==> config.mk <==
export PLATFORM = sky130hd
export DESIGN_NAME = id_ex_pipeline_register
export DESIGN_NICKNAME = d
export VERILOG_FILES = /design/src/rtl/id_ex_pipeline_register_pkg.sv /design/src/rtl/sat_event_counter.sv /design/src/rtl/id_ex_pipeline_register.sv
export SDC_FILE = /design/constraint.sdc
export NUM_CORES = 1
export LEC_CHECK = 0
export CAP_MARGIN = 20
export CORE_AREA = 2 2 144 146
export CTS_CLUSTER_DIAMETER = 100
export DETAILED_ROUTE_END_ITERATION = 16
export DIE_AREA = 0 0 146 148
export GPL_TIMING_DRIVEN = 0
export HOLD_SLACK_MARGIN = 0.12
export PLACE_DENSITY_LB_ADDON = 0.3
export SLEW_MARGIN = 20
export SYNTH_ARGS = -nofsm -noshare
export SYNTH_HDL_FRONTEND = slang
export SYNTH_SLANG_ARGS = --single-unit
==> constraint.sdc <==
create_clock -name CLK -period 5.07 [get_ports CLK]
set_clock_uncertainty 0.1 [all_clocks]
set_input_delay 1.521 -clock CLK [delete_from_list [all_inputs] [get_ports CLK]]
set_output_delay 1.521 -clock CLK [all_outputs]
set_load 0.05 [all_outputs]
==> src/rtl/id_ex_pipeline_register_pkg.sv <==
// Shared widths, control bundle type and bubble encodings for the ID/EX pipeline register.
package id_ex_pipeline_register_pkg;

    localparam int unsigned XLEN          = 32;
    localparam int unsigned REG_ADDR_W    = 5;
    localparam int unsigned ALU_SEL_W     = 5;
    localparam int unsigned MEM_READ_W    = 4;
    localparam int unsigned MEM_WRITE_W   = 3;
    localparam int unsigned BRANCH_JUMP_W = 4;
    localparam int unsigned WB_SEL_W      = 2;

    localparam logic [MEM_READ_W-1:0]    MEM_READ_NONE   = '0;
    localparam logic [MEM_WRITE_W-1:0]   MEM_WRITE_NONE  = '0;
    localparam logic [BRANCH_JUMP_W-1:0] BRANCH_NONE     = '0;
    localparam logic                     REG_WRITE_NONE  = 1'b0;

    typedef struct packed {
        logic [ALU_SEL_W-1:0]     alu_sel;
        logic                     op1_sel;
        logic                     op2_sel;
        logic [MEM_READ_W-1:0]    mem_read;
        logic [MEM_WRITE_W-1:0]   mem_write;
        logic [BRANCH_JUMP_W-1:0] branch_jump;
        logic [WB_SEL_W-1:0]      wb_sel;
        logic                     reg_write;
    } ctrl_t;

endpackage

==> src/rtl/sat_event_counter.sv <==
// Event counter that increments on INC and sticks at all-ones instead of wrapping.
module sat_event_counter #(
    parameter int unsigned CNT_W = 16
) (
    input  logic             CLK,
    input  logic             RESET,
    input  logic             INC,
    output logic [CNT_W-1:0] COUNT
);

    always_ff @(posedge CLK or negedge RESET) begin
        if (!RESET) begin
            COUNT <= '0;
        end else if (INC && (COUNT != {CNT_W{1'b1}})) begin
            COUNT <= COUNT + 1'b1;
        end
    end

endmodule

==> src/rtl/id_ex_pipeline_register.sv <==
// ID/EX pipeline register: one-cycle capture of decode results with stall hold,
// flush-to-bubble and saturating stall/flush event counters.
module id_ex_pipeline_register
    import id_ex_pipeline_register_pkg::*;
#(
    parameter int unsigned XLEN  = id_ex_pipeline_register_pkg::XLEN,
    parameter int unsigned CNT_W = 16
) (
    input  logic                     CLK,
    input  logic                     RESET,
    input  logic                     VALID_IN,
    input  logic [XLEN-1:0]          PC_IN,
    input  logic [XLEN-1:0]          IMM_IN,
    input  logic [XLEN-1:0]          DATA1_IN,
    input  logic [XLEN-1:0]          DATA2_IN,
    input  logic [REG_ADDR_W-1:0]    RS1_IN,
    input  logic [REG_ADDR_W-1:0]    RS2_IN,
    input  logic [REG_ADDR_W-1:0]    RD_IN,
    input  logic [ALU_SEL_W-1:0]     ALU_SEL_IN,
    input  logic                     OP1_SEL_IN,
    input  logic                     OP2_SEL_IN,
    input  logic [MEM_READ_W-1:0]    MEM_READ_IN,
    input  logic [MEM_WRITE_W-1:0]   MEM_WRITE_IN,
    input  logic [BRANCH_JUMP_W-1:0] BRANCH_JUMP_IN,
    input  logic [WB_SEL_W-1:0]      WB_SEL_IN,
    input  logic                     REG_WRITE_IN,
    input  logic                     STALL,
    input  logic                     FLUSH,
    output logic                     VALID_OUT,
    output logic [XLEN-1:0]          PC_OUT,
    output logic [XLEN-1:0]          IMM_OUT,
    output logic [XLEN-1:0]          DATA1_OUT,
    output logic [XLEN-1:0]          DATA2_OUT,
    output logic [REG_ADDR_W-1:0]    RS1_OUT,
    output logic [REG_ADDR_W-1:0]    RS2_OUT,
    output logic [REG_ADDR_W-1:0]    RD_OUT,
    output logic [ALU_SEL_W-1:0]     ALU_SEL_OUT,
    output logic                     OP1_SEL_OUT,
    output logic                     OP2_SEL_OUT,
    output logic [MEM_READ_W-1:0]    MEM_READ_OUT,
    output logic [MEM_WRITE_W-1:0]   MEM_WRITE_OUT,
    output logic [BRANCH_JUMP_W-1:0] BRANCH_JUMP_OUT,
    output logic [WB_SEL_W-1:0]      WB_SEL_OUT,
    output logic                     REG_WRITE_OUT,
    output logic [CNT_W-1:0]         STALL_COUNT,
    output logic [CNT_W-1:0]         FLUSH_COUNT
);

    logic                  valid_q;
    logic [XLEN-1:0]       pc_q, imm_q, data1_q, data2_q;
    logic [REG_ADDR_W-1:0] rs1_q, rs2_q, rd_q;
    ctrl_t                 ctrl_d, ctrl_q;

    // An invalid slot may carry junk decode; strip anything with architectural effect.
    always_comb begin
        ctrl_d.alu_sel     = ALU_SEL_IN;
        ctrl_d.op1_sel     = OP1_SEL_IN;
        ctrl_d.op2_sel     = OP2_SEL_IN;
        ctrl_d.mem_read    = VALID_IN ? MEM_READ_IN    : MEM_READ_NONE;
        ctrl_d.mem_write   = VALID_IN ? MEM_WRITE_IN   : MEM_WRITE_NONE;
        ctrl_d.branch_jump = VALID_IN ? BRANCH_JUMP_IN : BRANCH_NONE;
        ctrl_d.wb_sel      = WB_SEL_IN;
        ctrl_d.reg_write   = VALID_IN ? REG_WRITE_IN   : REG_WRITE_NONE;
    end

    always_ff @(posedge CLK or negedge RESET) begin
        if (!RESET) begin
            valid_q <= 1'b0;
            pc_q    <= '0;
            imm_q   <= '0;
            data1_q <= '0;
            data2_q <= '0;
            rs1_q   <= '0;
            rs2_q   <= '0;
            rd_q    <= '0;
            ctrl_q  <= '0;
        end else if (FLUSH) begin
            // Bubble only clears the effect fields; data fields keep their last values.
            valid_q                <= 1'b0;
            ctrl_q.mem_read        <= MEM_READ_NONE;
            ctrl_q.mem_write       <= MEM_WRITE_NONE;
            ctrl_q.branch_jump     <= BRANCH_NONE;
            ctrl_q.reg_write       <= REG_WRITE_NONE;
        end else if (!STALL) begin
            valid_q <= VALID_IN;
            pc_q    <= PC_IN;
            imm_q   <= IMM_IN;
            data1_q <= DATA1_IN;
            data2_q <= DATA2_IN;
            rs1_q   <= RS1_IN;
            rs2_q   <= RS2_IN;
            rd_q    <= RD_IN;
            ctrl_q  <= ctrl_d;
        end
    end

    assign VALID_OUT       = valid_q;
    assign PC_OUT          = pc_q;
    assign IMM_OUT         = imm_q;
    assign DATA1_OUT       = data1_q;
    assign DATA2_OUT       = data2_q;
    assign RS1_OUT         = rs1_q;
    assign RS2_OUT         = rs2_q;
    assign RD_OUT          = rd_q;
    assign ALU_SEL_OUT     = ctrl_q.alu_sel;
    assign OP1_SEL_OUT     = ctrl_q.op1_sel;
    assign OP2_SEL_OUT     = ctrl_q.op2_sel;
    assign MEM_READ_OUT    = ctrl_q.mem_read;
    assign MEM_WRITE_OUT   = ctrl_q.mem_write;
    assign BRANCH_JUMP_OUT = ctrl_q.branch_jump;
    assign WB_SEL_OUT      = ctrl_q.wb_sel;
    assign REG_WRITE_OUT   = ctrl_q.reg_write;

    sat_event_counter #(
        .CNT_W (CNT_W)
    ) u_stall_counter (
        .CLK   (CLK),
        .RESET (RESET),
        .INC   (STALL && !FLUSH),
        .COUNT (STALL_COUNT)
    );

    sat_event_counter #(
        .CNT_W (CNT_W)
    ) u_flush_counter (
        .CLK   (CLK),
        .RESET (RESET),
        .INC   (FLUSH),
        .COUNT (FLUSH_COUNT)
    );

endmodule

### Yosys cells after proc, flatten, opt, wreduce, memory -nomap -nowiden

Index checks and enable logic that the tools add are counted.

* $add $sub $neg: 2
* equality and inequality tests: 3
* muxes and demuxes: 9
* bitwise logic cells: 2
* reduce and logical (&&, ||, !) cells: 5

Operators with widths (count)
* 16-bit by 1-bit adder with 16-bit output, second input constant: 2
* 16-bit inequality test, second input constant: 2
* 14-bit two-way mux: 1
* 11-bit two-way mux: 1
* 4-bit two-way mux: 2
* 1-bit two-way mux: 4
* 1-bit logical AND: 3
* 3-bit two-way mux: 1
* 2-bit by 1-bit inequality test with 1-bit output, second input constant: 1
* 1-bit inverter: 2
* 2-bit AND reduction: 1
* 1-bit logical NOT: 1

* bits in registers: 197

### Longest topological paths before layout

* word-level depth: 3
* gate-level depth with buffers: 5
* mapped depth without buffers: 5

### Cells and area by module

A second synthesis with hierarchy kept.

* cell total of the unflattened synthesis: 497
* area, all modules: 7831.3 sq um

By module, submodules not included
* id_ex_pipeline_register: times used 1, cells each 353, area an instance 6112.1 sq um
* sat_event_counter: times used 2, cells each 72, area an instance 859.6 sq um

### Worst setup path before layout

OpenSTA, ideal clock, no wires.

* kind: input to register
* start point: input port FLUSH
* end point: register data1_q[0], in the netlist DATA1_OUT[0]
* setup time: 0.125 ns
* arrival: 2.660 ns
* slack: 2.185 ns
* stages on the path: 5
* cell sequence: buf_4 nor2_1 buf_2 buf_4 mux2_2

* longest elaborated chain between the ends: 2

RTL lines
* from (decl): RTL line id_ex_pipeline_register.sv:28 `input logic FLUSH,`
* 1-bit inverter (no line)
* 2-bit AND reduction (no line)
* to (signal assigned): RTL line id_ex_pipeline_register.sv:71 `data1_q <= '0;`
* to (signal assigned): RTL line id_ex_pipeline_register.sv:88 `data1_q <= DATA1_IN;`
* to (decl): RTL line id_ex_pipeline_register.sv:50 `logic [XLEN-1:0] pc_q, imm_q, data1_q, data2_q;`

No other way between the ends.
A chain may end at the register's enable or synchronous reset.

### Final worst setup path

* start point: input port FLUSH
* end point: register data1_q[23], in the netlist DATA1_OUT[23]

Same word-level chain as after synthesis.

==> results.yml <==
power_and_ir_drop:
  power_leakage_uw: 0.00517
  netSwitchingFraction: 0.378
  worst_ir_drop_vdd_mv: 0.247
  pwr-share-seq: 0.380
  power_switching_uw: 1960
  clockPowerShare: 0.259
  power_density_nw_per_um2: 420
  comb_power_share: 0.362
  intPower_uw: 3230
floorplanning:
  core_area_um2: 20000
  io_pins: 366
  num_rows: 52
  fp.dieH_um: 148
  dieArea_um2: 21600
  fp.dieW_um: 146
  initial_core_util: 0.386
cells_and_area:
  layout.nets: 1074
  syn_to_final_growth_pct: 59.8
  multiInputGateArea_um2: 2670
  nFillCells: 1637
  antenna_cells: 0
  drive_gt1_frac: 0.233
  regArea_um2: 4930
  stdcell_area_um2: 12400
placed_design:
  place.gp.congestion: 0.811
  place_area_um2: 11800
  dp_hpwl_um: 15800
  port_buffers: 364
  dp_slack_ns: 0.942
setup_path:
  cp_slowest_stage_delay_ns: 0.63
  setup.worst_path.start: "FLUSH"
  criticalPathCategory: "in -> reg"
  arrival_ns: 3.79
  r2r_slack_ns: 3.04
  worst_path_max_delay_cell: "nor2_1"
  crit_cells: 6
  path_cells: "clkdlybuf4s50_1 -> buf_4 -> nor2_1 -> buf_2 -> buf_4 -> mux2_2"
  reg2reg_to: "u_stall_counter.COUNT[1]"
  path_max_fanout: 10
  cp_common_cell: "buf_4"
  r2r_cells: 5
  crit_required_ns: 5.27
  cp_top_family: "buffers and inverters"
  critPathCaptureType: "flop"
  r2r_start: "u_stall_counter.COUNT[0]"
  crit_path_end: "DATA1_OUT[23]"
  start_kind: "input pin"
  worst-path-buf-inv: 4
logic_synthesis:
  syn_nets: 689
  synth_area_um2: 7730
  seq_area_frac_synth: 0.638
  ys_seq_elements: 197
  yosysTopAreaCellShare: 0.638
  synth_cells: 518
  avgSynthCellArea_um2: 14.9
  yosys_warnings: 0
  synth_edf_count: 0
  synth_ff_type: "dfrtp_1"
  synth.top_cells.by_count: "197 x dfrtp_1, 154 x mux2_2, 28 x nor2_1"
  async_flop_share: 1.00
  yosysTopAreaCell: "dfrtp_1"
  synth_most_common_cell: "dfrtp_1"
  synth_area_leaders: "dfrtp_1 64%, mux2_2 22%, xor2_1 2.2%"
  yosysUniqueCellTypes: 39
sta:
  max_slew_margin: 0.462
  min_period_ns: 3.59
  fin_tns_setup_ns: 0
  max_freq_mhz: 279
  hold_ws_ns: 0.406
  finalMaxSlewViolations: 0
  worstMarginPinSlew_ns: 0.805
  rsz0062_at_grt: "no"
  fin_crit_sh: 0.707
  setup_viol: 0
  hold_viol: 0
  finalWorstSetupSlack_ns: 1.48
global_routing:
  grt_first_pass_wirelength_um: 32900
  grt_overflow: 0
  antenna_found_initial: 0
  grt_pass1_vias: 5846
  grt_max_degree: 86
  grt_util_all_layers: 0.195
flow_run:
  maxCapViolations: 0
clock_tree:
  clock-sinks: 197
  clk_pin_slew_worst_paths_ns: 0.07
  cts_tree: "done"
  cts_hold_buf: 0
  worstSkewPairLatency_ns: 0.42
  cts_made_buffers: 17
  cts-root-buf: "clkbuf_16"
  cts-resized-gates: 0
  clock_path_buffers: 2
  post-cts-setup-buffers: 0
  h-tree-depth: 4
worst_hold_path:
  min_path_type: "reg -> reg"
  worstHoldStart: "DATA2_OUT[6]"
drt:
  wire_per_inst_um: 17.7
  wirelength_um: 21000
  drc: 0
  vias_per_cell: 4.76
  drtIter0Drc: 171
  ant_nets: 0
  first_pass_iters: 4
  vias: 5636
run_status:
  outcome: "complete, no violations"
==> power groups by stage <==
stage	Clock [uW]	Combinational (uW)	Sequential (uW)
CTS	1380	1890	1970
finish	1340	1880	1970
detailed placement	0	1890	2000
global placement	0	1870	1990
global route	1440	1950	2010
floorplan	0	302	2810
==> metal layers <==
metal	wire length (um)	vias up	track usage
met5	0	-	0
met4	376	0	0.0597
met3	1620	23	0.0593
met2	10700	223	0.337
met1	8310	2768	0.235
li1	-	2622	-
==> worst min-delay path by stage <==
stage | to | slack, ns | cells after the start
after detailed placement | DATA1_OUT[21] | 0.39 | 1
final | DATA2_OUT[6] | 0.41 | 1
after global placement | DATA1_OUT[15] | 0.39 | 1
after CTS | DATA1_OUT[21] | 0.41 | 1
after global routing | IMM_OUT[30] | 0.42 | 1
after floorplan | u_flush_counter.COUNT[11] | 0.71 | 1
==> sequential cells by signal (all words and copies together) (netlist names) <==
| signal | flops |
|---|---|
| OP1_SEL_OUT | 1 |
| BRANCH_JUMP_OUT | 4 |
| u_flush_counter.COUNT | 16 |
| ALU_SEL_OUT | 5 |
| MEM_WRITE_OUT | 3 |
| WB_SEL_OUT | 2 |
| VALID_OUT | 1 |
| REG_WRITE_OUT | 1 |
| OP2_SEL_OUT | 1 |
| RS1_OUT | 5 |
| RS2_OUT | 5 |
| PC_OUT | 32 |
| MEM_READ_OUT | 4 |
| DATA1_OUT | 32 |
| DATA2_OUT | 32 |
| u_stall_counter.COUNT | 16 |
| IMM_OUT | 32 |
| RD_OUT | 5 |
==> kinds of logic after synthesis <==
family / Yosys count / synth area share
fa+ha+maj: 2 / 0.00324
mux: 156 / 0.228
xor+xnor: 23 / 0.0261
buf+inv: 24 / 0.0175
flops: 197 / 0.638
simple gates: 91 / 0.0664
compound gates: 25 / 0.0215
==> cell usage in the layout (no fill, tap or decap), types with 4 or more instances in the layout <==
cell	netlist	layout
a22oi_1	11	11
clkinvlp_4	0	4
buf_4	9	9
nand4_1	7	7
nand2_1	12	12
clkbuf_16	0	17
nor3_1	10	10
xor2_1	19	19
a21oi_1	7	7
nor2_1	28	28
buf_2	9	9
xnor2_1	4	4
mux2_2	154	154
clkdlybuf4s50_1	0	363
nand3_1	8	8
dfrtp_1	197	197
==> metrics by stage <==
step,total power [uW],cells,utilization
floorplan,3120,518,-
global placement,3860,1152,0.584
detailed placement,3880,1154,0.587
CTS,5250,1185,0.617
global route,5400,1185,0.617
finish,5180,1185,0.617
==> layout make-up <==
type                    instances  area share
plain buffers                  21      0.0100
clock inverters                13      0.0117
multi-input cells             297       0.216
flip-flops and latches        197       0.399
inverters                       3    0.000911
repair buffers                366       0.300
clock buffers                  18      0.0355
well taps                     270      0.0273
(Power assumes the default switching activity.)
